$ cat src/rtl/computie_uart_pkg.sv
// Shared types and helpers for the snooper's UART path.
// The optional parity bit is enabled in the top level by defining SNOOP_UART_PARITY_EN.
package computie_uart_pkg;

    typedef enum logic [2:0] {
        ST_IDLE,
        ST_START,
        ST_DATA,
        ST_PARITY,
        ST_STOP
    } uart_state_e;

    localparam logic TX_IDLE_LEVEL = 1'b1;

    function automatic int clks_per_bit(input int clock_hz, input int baud);
        return clock_hz / baud;
    endfunction

endpackage

$ cat src/rtl/computie_byte_fifo.sv
// Single-clock byte FIFO with first-word fall-through read data.
// The level counter is kept separately from the pointers so full and empty are never ambiguous.
module computie_byte_fifo
    import computie_uart_pkg::*;
#(
    parameter int DEPTH = 16
) (
    input  logic                     clk,
    input  logic                     rst_n,
    input  logic                     push,
    input  logic                     pop,
    input  logic [7:0]               wdata,
    output logic [7:0]               rdata,
    output logic [$clog2(DEPTH):0]   level,
    output logic                     full,
    output logic                     empty
);

    localparam int AW = $clog2(DEPTH);

    logic [7:0]    mem [DEPTH];
    logic [AW-1:0] wptr, rptr;
    logic          do_push, do_pop;

    assign full    = (level == (AW+1)'(DEPTH));
    assign empty   = (level == '0);
    // A full FIFO refuses a push even when a pop happens on the same edge.
    assign do_push = push && !full;
    assign do_pop  = pop && !empty;
    assign rdata   = mem[rptr];

    always_ff @(posedge clk or negedge rst_n) begin
        if (!rst_n) begin
            wptr  <= '0;
            rptr  <= '0;
            level <= '0;
        end else begin
            if (do_push) wptr <= wptr + 1'b1;
            if (do_pop)  rptr <= rptr + 1'b1;
            case ({do_push, do_pop})
                2'b10:   level <= level + 1'b1;
                2'b01:   level <= level - 1'b1;
                default: level <= level;
            endcase
        end
    end

    always_ff @(posedge clk) begin
        if (do_push) mem[wptr] <= wdata;
    end

endmodule

$ cat src/rtl/computie_snoop_uart_tx.sv
// Serialises the snooper's ASCII dump stream as 8N1 UART through a byte FIFO.
// Define SNOOP_UART_PARITY_EN to insert an even-parity bit after the data bits.
module computie_snoop_uart_tx
    import computie_uart_pkg::*;
#(
    parameter int CLOCK_HZ   = 12000000,
    parameter int BAUD       = 115200,
    parameter int FIFO_DEPTH = 16
) (
    input  logic                          comm_clock,
    input  logic                          comm_reset,
    input  logic                          in_valid,
    output logic                          in_ready,
    input  logic [7:0]                    in_data,
    output logic                          tx,
    output logic                          busy,
    output logic [$clog2(FIFO_DEPTH):0]   fifo_level
);

    localparam int              CLKS_PER_BIT = clks_per_bit(CLOCK_HZ, BAUD);
    localparam int              CW           = $clog2(CLKS_PER_BIT);
    localparam logic [CW-1:0]   CNT_LAST     = CW'(CLKS_PER_BIT - 1);

    uart_state_e state, state_n;
    logic [CW-1:0] cnt, cnt_n;
    logic [2:0]    idx, idx_n;
    logic [7:0]    shreg, shreg_n;
    logic          tx_n;
    logic          pop;
    logic          bit_end;
    logic [7:0]    fifo_rdata;
    logic          fifo_full, fifo_empty;
`ifdef SNOOP_UART_PARITY_EN
    logic          par, par_n;
`endif

    computie_byte_fifo #(.DEPTH(FIFO_DEPTH)) u_fifo (
        .clk   (comm_clock),
        .rst_n (comm_reset),
        .push  (in_valid),
        .pop   (pop),
        .wdata (in_data),
        .rdata (fifo_rdata),
        .level (fifo_level),
        .full  (fifo_full),
        .empty (fifo_empty)
    );

    assign in_ready = !fifo_full;
    assign busy     = (state != ST_IDLE) || (fifo_level != '0);
    assign bit_end  = (cnt == CNT_LAST);

    always_comb begin
        state_n = state;
        cnt_n   = cnt + 1'b1;
        idx_n   = idx;
        shreg_n = shreg;
        tx_n    = tx;
        pop     = 1'b0;
`ifdef SNOOP_UART_PARITY_EN
        par_n   = par;
`endif
        case (state)
            ST_IDLE: begin
                cnt_n = '0;
                tx_n  = TX_IDLE_LEVEL;
                if (!fifo_empty) begin
                    pop     = 1'b1;
                    shreg_n = fifo_rdata;
`ifdef SNOOP_UART_PARITY_EN
                    par_n   = ^fifo_rdata;
`endif
                    tx_n    = 1'b0;
                    state_n = ST_START;
                end
            end
            ST_START: if (bit_end) begin
                cnt_n   = '0;
                tx_n    = shreg[0];
                shreg_n = {1'b0, shreg[7:1]};
                idx_n   = '0;
                state_n = ST_DATA;
            end
            ST_DATA: if (bit_end) begin
                cnt_n = '0;
                if (idx == 3'd7) begin
`ifdef SNOOP_UART_PARITY_EN
                    tx_n    = par;
                    state_n = ST_PARITY;
`else
                    tx_n    = TX_IDLE_LEVEL;
                    state_n = ST_STOP;
`endif
                end else begin
                    tx_n    = shreg[0];
                    shreg_n = {1'b0, shreg[7:1]};
                    idx_n   = idx + 1'b1;
                end
            end
            ST_PARITY: if (bit_end) begin
                cnt_n   = '0;
                tx_n    = TX_IDLE_LEVEL;
                state_n = ST_STOP;
            end
            ST_STOP: if (bit_end) begin
                cnt_n = '0;
                // Chain straight into the next start bit so queued bytes leave with no idle gap.
                if (!fifo_empty) begin
                    pop     = 1'b1;
                    shreg_n = fifo_rdata;
`ifdef SNOOP_UART_PARITY_EN
                    par_n   = ^fifo_rdata;
`endif
                    tx_n    = 1'b0;
                    state_n = ST_START;
                end else begin
                    tx_n    = TX_IDLE_LEVEL;
                    state_n = ST_IDLE;
                end
            end
            default: begin
                tx_n    = TX_IDLE_LEVEL;
                state_n = ST_IDLE;
            end
        endcase
    end

    always_ff @(posedge comm_clock or negedge comm_reset) begin
        if (!comm_reset) begin
            state <= ST_IDLE;
            cnt   <= '0;
            idx   <= '0;
            shreg <= '0;
            tx    <= TX_IDLE_LEVEL;
`ifdef SNOOP_UART_PARITY_EN
            par   <= 1'b0;
`endif
        end else begin
            state <= state_n;
            cnt   <= cnt_n;
            idx   <= idx_n;
            shreg <= shreg_n;
            tx    <= tx_n;
`ifdef SNOOP_UART_PARITY_EN
            par   <= par_n;
`endif
        end
    end

endmodule
$ cat config.mk
export PLATFORM = sky130hd
export DESIGN_NAME = computie_snoop_uart_tx
export DESIGN_NICKNAME = d
export VERILOG_FILES = /design/src/rtl/computie_uart_pkg.sv /design/src/rtl/computie_byte_fifo.sv /design/src/rtl/computie_snoop_uart_tx.sv
export SDC_FILE = /design/constraint.sdc
export NUM_CORES = 1
export LEC_CHECK = 0
export BUFFER_PORTS_ARGS = -buffer_cell sky130_fd_sc_hd__buf_2
export CORE_ASPECT_RATIO = 0.8
export CORE_MARGIN = 5
export CORE_UTILIZATION = 50
export DETAILED_ROUTE_END_ITERATION = 12
export PLACE_DENSITY = 0.71
export SLEW_MARGIN = 20
export SYNTH_ARGS = -nofsm -noshare
export SYNTH_HDL_FRONTEND = slang
export SYNTH_SLANG_ARGS = --single-unit
$ cat constraint.sdc
create_clock -name comm_clock -period 3.19 [get_ports comm_clock]
set_clock_uncertainty 0.05 [all_clocks]
set_input_delay 0.319 -clock comm_clock [delete_from_list [all_inputs] [get_ports comm_clock]]
set_output_delay 0.319 -clock comm_clock [all_outputs]
set_load 0.05 [all_outputs]
==> results.tsv <==
metric	value	unit
result of the run	complete, no violations	
NumNets Final	467	
most used flip-flop cell after synthesis	sky130_fd_sc_hd__edfxtp_1	
setup slack after layout	239.4	ps
register area share after synthesis	68.80	%
share of power burned in combinational logic	23.6	%
count of final setup violators	0	
Max H-tree Level	4	
netlist area before placement	0.006862	mm²
clk buf depth	2	
die outline area	0.01618	mm²
critical path capture point type	flip-flop	
antenna viol nets, final	0	
setup_tns	0	ps
post-synthesis cell type count	47	
max-cap viol count	0	
fraction of power spent switching nets	30.37	%
remaining max-slew budget at the tightest pin	45.76	%
critical-path maximum fanout	5	
upper clock frequency limit	338.9	MHz
met2 track demand over resource	26.12	%
count of flip-flops with a built-in enable after synthesis	128	
detailed placement HPWL	8.189	mm
area of the multi-input gates	0.002034	mm²
number of vias in the routed layout	3611	
signal arrival time at the worst endpoint	3190	ps
fraction of layout cells with a size suffix above 1	26.32	%
peak-usage layer in the global routing report	met2	
peak supply drop	0.4735	mV
Post-Layout Inst Area	0.007804	mm²
leading cell types in the layout, fill and taps excluded	128 x sky130_fd_sc_hd__edfxtp_1, 30 x sky130_fd_sc_hd__mux2_2, 30 x sky130_fd_sc_hd__dfrtp_1, 28 x sky130_fd_sc_hd__nor2_1, 18 x sky130_fd_sc_hd__buf_2	
later-pin clock latency in the skew report	420	ps
placed standard-cell area	0.007196	mm²
Core Box Area	0.01350	mm²
standard-cell row count	38	
number of nets in the synthesized netlist	434	
cts bufs inserted	17	
grt met3 use	4.283	%
TritonCTS Sinks	163	
worst hold path class	in2reg	
initial core utilization	50.82	%
share of total power in sequential cells	44.4	%
Clock Power Share	31.9	%
routed via count divided by cell count	5.678	
unrepaired setup endpoints after global routing	false	
share of the clock period used by the worst path after layout	92.50	%
final weighted congestion in routability-driven placement	0.7571	
setup slack after placement	217.8	ps
fill cell instance count of the final layout	1045	
actual transition at the worst max-transition pin	813.7	ps
largest net degree at the start of global routing	57	
count of mapped cells out of synthesis	410	
height of the die	114.8	µm
via count of the first global-routing pass	3636	
number of top-level pins	19	
P_leak	2.736	nW
number of antenna cells inserted	0	
Global Route met1 Usage	24.68	%
Final Hold Vio Count	0	
internal portion of total power	0.004429	W
clock root cell	sky130_fd_sc_hd__clkbuf_16	
global route total overflow	0	
Power Dens Cells	815.0	mW/mm²
drt first pass iters	4	
net switching power	0.001931	W
clock slew at reported path FFs	70	ps
wire length of the first global-routing pass	20.60	mm
most common cell after layout, fill and taps aside	sky130_fd_sc_hd__edfxtp_1	
Async S/R FF share, synth	21.47	%
TritonCTS clock tree	yes	
drt total wl	12.84	mm
number of antenna violations at the first check in global routing	0	
area growth from synthesis to layout	13.73	%
number of design-rule violations left by the first detailed-router iteration	210	
yosys warns	0	
final number of max-transition violations	0	
Worst Hold Margin	235.9	ps
mean instance size in the synthesized netlist	16.74	µm²
startpoint class of the critical path	flip-flop	
Critical Setup Path Class	reg2reg	
area taken by flip-flops and latches	0.004726	mm²
total track usage	17.07	%
# DRC	0	
flip-flop and latch count after synthesis	163	
CP required	3430	ps
Chip Width	141.0	µm
buffers added on ports	18	
Final Critical Period	2951	ps
drt wl/cell	20.19	µm
-- critical path, stage by stage (launching register included) --
cell and delay [ps]:
sky130_fd_sc_hd__dfrtp_2 440, sky130_fd_sc_hd__or3_1 420, sky130_fd_sc_hd__nor3_1 430, sky130_fd_sc_hd__a2111oi_4 110, sky130_fd_sc_hd__ha_2 260, sky130_fd_sc_hd__fa_1 410, sky130_fd_sc_hd__a21o_1 190, sky130_fd_sc_hd__a21oi_1 160
sky130_fd_sc_hd__xor2_1 150, sky130_fd_sc_hd__nor2_1 60, sky130_fd_sc_hd__xor2_1 140
-- routing by layer --
| layer | wire length (µm) | vias to the layer above |
|---|---|---|
| met5 | 0 | - |
| met4 | 182 | 0 |
| met3 | 710 | 15 |
| met2 | 5960 | 81 |
| met1 | 5990 | 1830 |
| li1 | - | 1685 |
-- through the flow --
stage,instances,utilization (%),power (W)
after floorplan,410,-,0.004018
after global placement,603,53.29,0.004327
after detailed placement,603,53.29,0.004383
after CTS,636,57.76,0.006412
after global routing,636,57.79,0.006687
final,636,57.79,0.006360
-- path summary, 6_finish.rpt --
check,startpoint,end,slack (ps),cells past startpoint
hold reg to reg,cnt[0]$_DFF_PN0_,cnt[0]$_DFF_PN0_,410,1
setup reg to reg,u_fifo.level[0]$_DFFE_PN0P_,u_fifo.level[4]$_DFFE_PN0P_,240,10
min in group asynchronous,comm_reset,u_fifo.wptr[3]$_DFFE_PN0P_,490,2
setup / recovery,u_fifo.level[0]$_DFFE_PN0P_,u_fifo.level[4]$_DFFE_PN0P_,240,10
hold / removal,in_data[7],u_fifo.mem[3][7]$_DFFE_PP_,240,1
max in group asynchronous,comm_reset,u_fifo.level[1]$_DFFE_PN0P_,2030,2
-- state kept, by name (all words and copies together) (netlist names) --
name          flops
u_fifo.level      5
state             3
idx               3
u_fifo.rptr       4
cnt               7
u_fifo.mem      128
u_fifo.wptr       4
shreg             8
tx                1
-- synth_stat cells (2+ instances only) --
master | count | area, µm²
sky130_fd_sc_hd__a2111oi_0 | 7 | 61.31
sky130_fd_sc_hd__a211oi_1 | 9 | 67.56
sky130_fd_sc_hd__a21o_1 | 2 | 15.01
sky130_fd_sc_hd__a21oi_1 | 3 | 15.01
sky130_fd_sc_hd__a221o_1 | 7 | 70.07
sky130_fd_sc_hd__a22oi_1 | 3 | 22.52
sky130_fd_sc_hd__and2_1 | 2 | 12.51
sky130_fd_sc_hd__and3_1 | 2 | 12.51
sky130_fd_sc_hd__buf_1 | 3 | 11.26
sky130_fd_sc_hd__buf_2 | 5 | 25.02
sky130_fd_sc_hd__clkbuf_1 | 7 | 26.28
sky130_fd_sc_hd__dfrtp_1 | 34 | 850.8
sky130_fd_sc_hd__edfxtp_1 | 128 | 3844
sky130_fd_sc_hd__ha_1 | 12 | 150.1
sky130_fd_sc_hd__inv_1 | 6 | 22.52
sky130_fd_sc_hd__mux2_2 | 30 | 337.8
sky130_fd_sc_hd__mux2i_1 | 8 | 80.08
sky130_fd_sc_hd__mux4_1 | 4 | 105.1
sky130_fd_sc_hd__mux4_2 | 15 | 337.8
sky130_fd_sc_hd__nand2_1 | 14 | 52.55
sky130_fd_sc_hd__nand2b_1 | 4 | 25.02
sky130_fd_sc_hd__nand3_1 | 7 | 35.03
sky130_fd_sc_hd__nand4_1 | 2 | 12.51
sky130_fd_sc_hd__nor2_1 | 28 | 105.1
sky130_fd_sc_hd__nor2b_1 | 8 | 50.05
sky130_fd_sc_hd__nor3_1 | 9 | 45.04
sky130_fd_sc_hd__o21ai_0 | 8 | 40.04
sky130_fd_sc_hd__o22ai_1 | 7 | 43.79
sky130_fd_sc_hd__o2bb2ai_1 | 3 | 26.28
sky130_fd_sc_hd__xnor2_1 | 10 | 87.58
sky130_fd_sc_hd__xor2_1 | 7 | 61.31
-- cells by family (layout without fill, tap and decap cells) --
group | Yosys count | count (layout) | share of synthesized area [%]
xor gates and xnor gates | 17 | 17 | 2.170
muxes | 57 | 57 | 12.55
buffers and inverters | 23 | 69 | 1.696
AOI/OAI and AO/OA | 55 | 55 | 6.546
adders and majority gates | 14 | 14 | 2.626
DFF | 163 | 163 | 68.80
and+or+nand+nor | 81 | 81 | 5.616
-- power by group through the flow --
stage               combinational, W  sequential (W)  clock [W]
detailed placement           0.00152         0.00287          0
global route                 0.00165         0.00287    0.00217
finish                       0.00150         0.00283    0.00203
floorplan                    0.00110         0.00291          0
CTS                          0.00153         0.00283    0.00206
global placement             0.00148         0.00284          0
-- final cells by class --
cell class	instances	share of cell area, %
clock inverter	13	1.796
tap	180	2.886
sequential	163	60.56
multi-input combinational	224	26.07
clock buffer	19	5.804
timing repair buffer	31	2.597
inverter	6	0.2886
-- what timing repair did --
action / 4_1_cts / 5_1_grt
hold buffers: 1 / 0
buffers inserted: 0 / 0
hold endpoints to repair: 34 / 0
endpoints found under the setup margin: 0 / 1
resized for setup: 0 / 1
(Power assumes the default switching activity.)
